===== src/rtl/note_pkg.sv =====
// Shared note-length definitions for the music path.
package note_pkg;

    localparam int unsigned NOTE_LEN_W       = 5;
    localparam int unsigned NUM_NOTE_LENS    = 32;
    localparam int unsigned NOTE_UNIT_CYCLES = 2083333;

    // Unit counter saturates one past the largest representable length so
    // overflow stays detectable without the count ever wrapping.
    localparam int unsigned UNIT_CNT_W = 6;
    localparam int unsigned UNIT_SAT   = NUM_NOTE_LENS + 1;

    typedef enum logic {
        IDLE,
        MEASURE
    } note_state_e;

endpackage


===== src/rtl/note_unit_timer.sv =====
// Prescaler plus saturating unit counter for note-length measurement.
// With NOTE_LEN_ROUND_EN defined, also reports whether the residual
// prescaler count reaches half a unit.
module note_unit_timer
    import note_pkg::*;
#(
    parameter int unsigned UNIT_CYCLES = NOTE_UNIT_CYCLES
) (
    input  logic                  i_clk,
    input  logic                  i_rst,
    input  logic                  i_clear,
    input  logic                  i_start,
    input  logic                  i_count,
    output logic [UNIT_CNT_W-1:0] o_units
`ifdef NOTE_LEN_ROUND_EN
    ,
    output logic                  o_ge_half_c
`endif
);

    localparam int unsigned PRESC_W = $clog2(UNIT_CYCLES);

    logic [PRESC_W-1:0] presc;

    // Start loads a count of one: the edge that detects the rise is itself
    // a high sample of the press.
    always_ff @(posedge i_clk) begin
        if (i_rst || i_clear) begin
            presc   <= '0;
            o_units <= '0;
        end else if (i_start) begin
            presc   <= PRESC_W'(1);
            o_units <= '0;
        end else if (i_count) begin
            if (presc == PRESC_W'(UNIT_CYCLES - 1)) begin
                presc <= '0;
                if (o_units != UNIT_CNT_W'(UNIT_SAT)) begin
                    o_units <= o_units + UNIT_CNT_W'(1);
                end
            end else begin
                presc <= presc + PRESC_W'(1);
            end
        end
    end

`ifdef NOTE_LEN_ROUND_EN
    // Round half-up: residual r rounds up when r + floor(U/2) >= U,
    // i.e. r >= U - floor(U/2) (equals floor(U/2) for even U).
    localparam int unsigned HALF = UNIT_CYCLES - (UNIT_CYCLES / 2);

    // Residual reaches the round-up threshold.
    always_comb begin
        o_ge_half_c = (presc >= PRESC_W'(HALF));
    end
`endif

endmodule


===== src/rtl/note_length_capture.sv =====
// Note gate duration capture: measures how long i_gate is held and emits
// the 5-bit note-length code, (code + 1) * UNIT_CYCLES ~= held cycles.
// Build option: NOTE_LEN_ROUND_EN selects round-half-up, otherwise truncate.
module note_length_capture
    import note_pkg::*;
#(
    parameter int unsigned UNIT_CYCLES = NOTE_UNIT_CYCLES
) (
    input  logic                  i_clk,
    input  logic                  i_rst,
    input  logic                  i_gate,
    output logic                  o_valid,
    output logic [NOTE_LEN_W-1:0] o_note_len,
    output logic                  o_overflow,
    output logic                  o_busy
);

    note_state_e state, state_nxt;

    logic                  r_gate;
    logic                  rise_c;
    logic                  fall_c;
    logic                  timer_clear;
    logic                  timer_start;
    logic                  timer_count;
    logic [UNIT_CNT_W-1:0] timer_units;
    logic [UNIT_CNT_W-1:0] units_r;
    logic [NOTE_LEN_W-1:0] code_c;
    logic                  ovf_c;
    logic                  valid_nxt;
    logic [NOTE_LEN_W-1:0] len_nxt;
    logic                  ovf_nxt;
    logic                  busy_nxt;

`ifdef NOTE_LEN_ROUND_EN
    logic                  timer_half_c;
`endif

    // Gate history; resets high so a gate held through reset is ignored.
    always_ff @(posedge i_clk) begin
        if (i_rst) begin
            r_gate <= 1'b1;
        end else begin
            r_gate <= i_gate;
        end
    end

    // Edge detection.
    always_comb begin
        rise_c = i_gate & ~r_gate;
        fall_c = ~i_gate & r_gate;
    end

    note_unit_timer #(
        .UNIT_CYCLES (UNIT_CYCLES)
    ) u_timer (
        .i_clk       (i_clk),
        .i_rst       (i_rst),
        .i_clear     (timer_clear),
        .i_start     (timer_start),
        .i_count     (timer_count),
        .o_units     (timer_units)
`ifdef NOTE_LEN_ROUND_EN
        ,
        .o_ge_half_c (timer_half_c)
`endif
    );

    // Quantise measured units into a clamped length code.
    always_comb begin
        units_r = timer_units;
`ifdef NOTE_LEN_ROUND_EN
        units_r = timer_units + UNIT_CNT_W'(timer_half_c);
`endif
        ovf_c  = 1'b0;
        code_c = '0;
        if (units_r > UNIT_CNT_W'(NUM_NOTE_LENS)) begin
            ovf_c  = 1'b1;
            code_c = NOTE_LEN_W'(NUM_NOTE_LENS - 1);
        end else if (units_r != '0) begin
            code_c = NOTE_LEN_W'(units_r - UNIT_CNT_W'(1));
        end
    end

    // State and output registers.
    always_ff @(posedge i_clk) begin
        if (i_rst) begin
            state      <= IDLE;
            o_valid    <= 1'b0;
            o_note_len <= '0;
            o_overflow <= 1'b0;
            o_busy     <= 1'b0;
        end else begin
            state      <= state_nxt;
            o_valid    <= valid_nxt;
            o_note_len <= len_nxt;
            o_overflow <= ovf_nxt;
            o_busy     <= busy_nxt;
        end
    end

    // Next-state, timer control and next-output logic.
    always_comb begin
        state_nxt   = state;
        valid_nxt   = 1'b0;
        len_nxt     = o_note_len;
        ovf_nxt     = o_overflow;
        timer_clear = 1'b0;
        timer_start = 1'b0;
        timer_count = 1'b0;
        unique case (state)
            IDLE: begin
                if (rise_c) begin
                    state_nxt   = MEASURE;
                    timer_start = 1'b1;
                end
            end
            MEASURE: begin
                if (fall_c) begin
                    state_nxt   = IDLE;
                    timer_clear = 1'b1;
                    valid_nxt   = 1'b1;
                    len_nxt     = code_c;
                    ovf_nxt     = ovf_c;
                end else if (i_gate) begin
                    timer_count = 1'b1;
                end
            end
            default: begin
                state_nxt = IDLE;
            end
        endcase
        busy_nxt = (state_nxt == MEASURE);
    end

endmodule


===== config.mk =====
export PLATFORM = sky130hd
export DESIGN_NAME = note_length_capture
export DESIGN_NICKNAME = d
export VERILOG_FILES = /design/src/rtl/note_pkg.sv /design/src/rtl/note_unit_timer.sv /design/src/rtl/note_length_capture.sv
export SDC_FILE = /design/constraint.sdc
export NUM_CORES = 1
export LEC_CHECK = 0
export CORE_ASPECT_RATIO = 1.25
export CORE_MARGIN = 2
export CORE_UTILIZATION = 40
export CTS_CLUSTER_SIZE = 30
export DETAILED_ROUTE_END_ITERATION = 16
export DONT_BUFFER_PORTS = 1
export MAX_ROUTING_LAYER = met4
export PLACE_DENSITY_LB_ADDON = 0.1
export SLEW_MARGIN = 5
export SYNTH_ARGS = -nofsm -noshare
export SYNTH_HDL_FRONTEND = slang
export SYNTH_SLANG_ARGS = --single-unit
export TNS_END_PERCENT = 1

===== constraint.sdc =====
create_clock -name i_clk -period 2.3 [get_ports i_clk]
set_clock_uncertainty 0.15 [all_clocks]
set_input_delay 0.46 -clock i_clk [delete_from_list [all_inputs] [get_ports i_clk]]
set_output_delay 0.46 -clock i_clk [all_outputs]
set_load 0.005 [all_outputs]

Yosys cells after proc, flatten, opt, wreduce, memory -nomap -nowiden
Cells that the tools add are included.
{"block": "word_totals", "elab_cells": 40, "ram_bits": 0, "reg_bits": 36, "mem_bits_ro": 0, "memories": 0, "output_inout_bits": 8, "inputBits": 3, "latch_bits": 0}
{"block": "classes", "addsub": 3, "n_lt_le_gt_ge": 1, "eq_ne": 2, "n_shift": 0, "div_mod_pow": 0, "reduce_logical": 6, "n_mul": 0, "muxes": 15, "bitwise": 5}
{"operator": "$add 21x1->21 const B", "n": 1}
{"operator": "$eq 21x21->1 const B", "n": 1}
{"operator": "$mux 21", "n": 1}
{"operator": "$mux 1", "n": 11}
{"operator": "$mux 5", "n": 2}
{"operator": "$add 6x1->6 const B", "n": 1}
{"operator": "$gt 6x6->1 const B", "n": 1}
{"operator": "$ne 6x6->1 const B", "n": 1}
{"operator": "$reduce_bool 6->1", "n": 1}
{"operator": "$sub 5x1->5 const B", "n": 1}
{"operator": "$not 1->1", "n": 3}
{"operator": "$reduce_and 3->1", "n": 1}
{"operator": "$and 1x1->1", "n": 2}
{"operator": "$pmux 1 s2", "n": 1}
{"operator": "$reduce_and 2->1", "n": 1}
{"operator": "$reduce_bool 2->1", "n": 1}
{"operator": "$reduce_or 2->1", "n": 1}
{"operator": "$logic_or 1x1->1", "n": 1}

Longest topological paths before layout
{"block": "logic_depth", "depth_word": 6, "ltp_mapped": 8, "mapped_depth_nobuf": 6}

Hierarchy
From an unflattened synthesis, not the netlist that was laid out.
{"block": "unflattened", "cells_unflattened": 219, "hier_area_um2": 1859.3}
{"mod": "note_unit_timer", "area_per_inst_um2": 1393.8, "seq_area_each_um2": 540.5, "instances": 1, "cells_per_inst": 162}
{"mod": "note_length_capture", "area_per_inst_um2": 465.4, "seq_area_each_um2": 180.2, "instances": 1, "cells_per_inst": 57}

Least setup slack after synthesis
Ideal clock, no wire load.
{"block": "synth_path", "path_kind": "reg-to-reg", "from": "register u_timer.presc[4]", "to": "register u_timer.presc[14]", "n_path_buf": 2, "path_slack_ps": -18, "stages_incl_launch_ff": 7, "synth_period_minus_slack_ps": 2318, "t_arrival_ps": 2046, "setup_ps": 122, "required_ps": 2028, "path_cell_list": "dfxtp_1 or4_1 or4_1 buf_6 o31ai_4 buf_6 a21oi_1"}
{"block": "synth_between", "elab_chain_cells": 2, "elab_cells_between_ends": 3, "classes_between": "add/sub (1); eq/ne (1); mux (1)"}
{"element": "start: declaration", "line": "note_unit_timer.sv:23", "rtl": "logic [PRESC_W-1:0] presc;"}
{"element": "start signal: assignment", "line": "note_unit_timer.sv:41", "rtl": "presc <= presc + PRESC_W'(1);"}
{"element": "$add 21x1->21 or $eq 21x21->1 (tied branches)", "line": "note_unit_timer.sv:41, note_unit_timer.sv:35"}
{"element": "$mux 21 *", "line": "note_unit_timer.sv:35", "rtl": "if (presc == PRESC_W'(UNIT_CYCLES - 1)) begin"}
Every way passes the cells marked *; elsewhere a longest branch is shown, timed or not.
A chain may end at the register's enable or synchronous reset.

Worst setup path in the final report
{"block": "layout_path", "from": "register u_timer.o_units[0]", "to": "register o_note_len[1]"}
{"block": "layout_between", "elab_chain_cells": 3, "elab_cells_between_ends": 5, "classes_between": "add/sub (1); order compare (1); mux (2); reduce/logical (1)"}
{"element": "start: declaration", "line": "note_unit_timer.sv:14", "rtl": "output logic [UNIT_CNT_W-1:0] o_units"}
{"element": "start signal: assignment", "line": "note_unit_timer.sv:38", "rtl": "o_units <= o_units + UNIT_CNT_W'(1);"}
{"element": "$sub 5x1->5 or $reduce_bool 6->1 (tied branches)", "line": "note_length_capture.sv:81, note_length_capture.sv:80"}
{"element": "$mux 5", "line": "note_length_capture.sv:80", "rtl": "end else if (units_r != '0) begin"}
{"element": "$mux 5 *", "line": "note_length_capture.sv:77", "rtl": "if (units_r > UNIT_CNT_W'(NUM_NOTE_LENS)) begin"}
{"element": "end signal: assignment", "line": "note_length_capture.sv:96", "rtl": "o_note_len <= len_nxt;"}
{"element": "end: declaration", "line": "note_length_capture.sv:13", "rtl": "output logic [NOTE_LEN_W-1:0] o_note_len,"}
Marked as above.

==> metrics.cfg <==
[synthesis]
synth.distinct_cells=41
synth_area_leaders=dfxtp_1 39%, a21oi_1 4.9%, nand4_1 3.7%
yosysSeqAreaShare_pct=38.95
synth_fp_nets=222
synthArstFlopShare_pct=0
yosys_warnings=0
avgSynthCellArea_sq_um=8.647
netlist.area_leader.share_pct=38.95
syn-cell-area_sq_mm=0.001851
synth_cells=214
ys_ff_latch=36
synth_edf_count=0
synth_flop_cell=dfxtp_1
netlist.top_cell.by_area=dfxtp_1

[clocking]
clock_sinks=36
cts_buffers=5
cts_root_buf=clkbuf_8
post_cts_buffers=0
clock_path_buffers=2
clkTransAtPathRegs_ns=0.07
cts_tree=built
clk_latency_ns=0.29
h-tree-depth=2

[die]
die_x_um=64.84
fp.dieH_um=80.05
fp.dieArea_sq_mm=0.005190
pin_count=11
core_sq_mm=0.004425
core.rowCount=27
start_util_pct=41.82

[global_route]
grt_pass1_wl_um=6969
grt_pass1_vias=1502
overflow=0
grt_max_degree=18
track_usage_pct=17.82
antenna_found_initial=0

[hold_path]
hold_path_class=primary input to flop

[cells_and_area]
drive_above_1_share_pct=14.60
synthToLayoutAreaGrowth_pct=13.25
fin_nets=233
stdcell_area_sq_mm=0.002096
fillers=443
diodes=0
register_area_sq_um=720.7
multi_input_area_sq_mm=0.001061

[detailed_routing]
vias_per_cell=5.665
dr.first_iter.drc_count=57
first_pass_iters=4
wl_per_cell_um=14.49
ant_nets=0
num_vias=1609
drc=0
wirelength_um=4114

[flow_run]
max-cap-violations=0

[timing]
period_minus_slack_ns=2.208
slew_headroom_pct=64.56
finalSetupTns_ns=0
hold_viol_final=0
finalCritPeriodShare_pct=96.02
setup_viol=0
worstMarginPinSlew_ns=0.5243
rsz0062_at_grt=no
max_freq_ghz=0.4528
drv_slew=0

[place]
port_buffers=0
placed_cell_area_sq_mm=0.001988
gp_congestion=0.7981
post-dp-hpwl_um=2988

[worst_setup_path]
startpoint_type=flop
required_ns=2.33
worstPathMaxFanout=4
crit_arrival_ns=2.24
end_kind=flop
path_class=flop to flop

[status]
outcome=finished clean

[pwr]
powerDensity_mw_per_mm2=549.8
p_leak_nw=0.7259
ir_drop_mv=0.2561

==> critical path, cell delays in order (launching register included) <==
cell and delay [ns]:
dfxtp_1 0.32, inv_1 0.10, ha_1 0.20, or3b_2 0.46, or2_2 0.33, maj3_1 0.35
a22o_1 0.19
==> cell families (layout without fill, tap and decap cells) <==
group / Yosys count / after routing / synth area share [%]
AOI/OAI and AO/OA: 54 / 54 / 19.20
xor gates and xnor gates: 6 / 6 / 2.840
adders and majority gates: 8 / 8 / 5.003
buffers and inverters: 18 / 30 / 4.463
DFF: 36 / 36 / 38.95
muxes: 5 / 5 / 2.705
and+or+nand+nor: 87 / 87 / 26.84
==> sequential cells by signal, indices dropped and copies added, names as in the netlist <==
name	cells
state	1
u_timer.presc	21
o_overflow	1
o_valid	1
r_gate	1
u_timer.o_units	6
o_note_len	5
==> per-layer routing <==
layer  track usage, %  wire length, um
met3            4.231              137
met1            19.46             1776
met5                -                0
met2            31.34             2156
met4            6.383               42
==> cell usage after synthesis (3+ instances only) <==
library cell	n
inv_1	8
mux2i_1	5
nor3_1	6
nand4_1	11
a21o_1	4
or4_1	6
dfxtp_1	36
a22o_1	4
a21oi_2	3
xor2_1	5
ha_1	5
maj3_1	3
or3_1	10
nor2_1	8
o21ai_0	13
o31ai_1	7
nand3_1	7
clkbuf_1	8
nand2b_1	4
nand2_1	18
a21oi_1	18
==> cell type report <==
class / instances / area share, %
Clock inverter: 1 / 0.3582
Tap cell: 58 / 3.463
Inverter: 8 / 1.433
Sequential cell: 36 / 34.39
Timing Repair Buffer: 14 / 5.612
Multi-Input combinational cell: 160 / 50.63
Clock buffer: 7 / 4.119
==> per-stage QoR <==
stage	cells	setup slack [ns]	total power, mW	utilization, %	hold WS, ns
2_1_floorplan	214	0.02536	0.6765	-	0.2888
3_3_place_gp	276	0.01435	0.6921	44.93	0.3070
3_5_place_dp	276	-0.03665	0.6936	44.93	0.3266
4_1_cts	284	0.02520	1.174	47.13	0.07050
5_1_grt	284	0.02653	1.206	47.36	0.06478
6_report	284	0.09157	1.152	47.36	0.08371
==> report_power, final <==
group	leakage [nW]	switching [mW]	total (mW)	internal (mW)
Combinational	0.391	0.0301	0.0490	0.0189
Sequential	0.290	0.00340	0.629	0.626
Clock	0.0445	0.230	0.474	0.244
==> final timing paths <==
path	start	to	slack [ns]	cells past startpoint
setup / recovery	u_timer.o_units[0]	o_note_len[1]	0.09	6
hold / removal	i_rst	u_timer.presc[0]	0.08	1
setup reg to reg	u_timer.o_units[0]	o_note_len[1]	0.09	6
hold reg to reg	o_note_len[2]	o_note_len[2]	0.33	2
==> layout by cell type, fill, tap and decap left out, types with 3 or more instances in the layout <==
cell	netlist	final
buf_4	0	13
a21oi_2	3	3
o21ai_0	13	13
a21o_1	4	4
a22o_1	4	4
a21oi_1	18	18
maj3_1	3	3
ha_1	5	5
mux2i_1	5	5
nand2b_1	4	4
nand2_1	18	18
or4_1	6	5
o31ai_1	7	7
or3_1	10	10
nor2_1	8	8
clkbuf_8	0	6
nand3_1	7	7
inv_1	8	8
xor2_1	5	5
nor3_1	6	4
dfxtp_1	36	36
nand4_1	11	11
==> repair_timing <==
action                                  CTS  global route
cloned                                    0             0
hold buffers                              0             0
resized for setup                         1             2
pin swaps                                 0             1
endpoints found under the setup margin    3             2
Power figures use the tool's default switching activity.
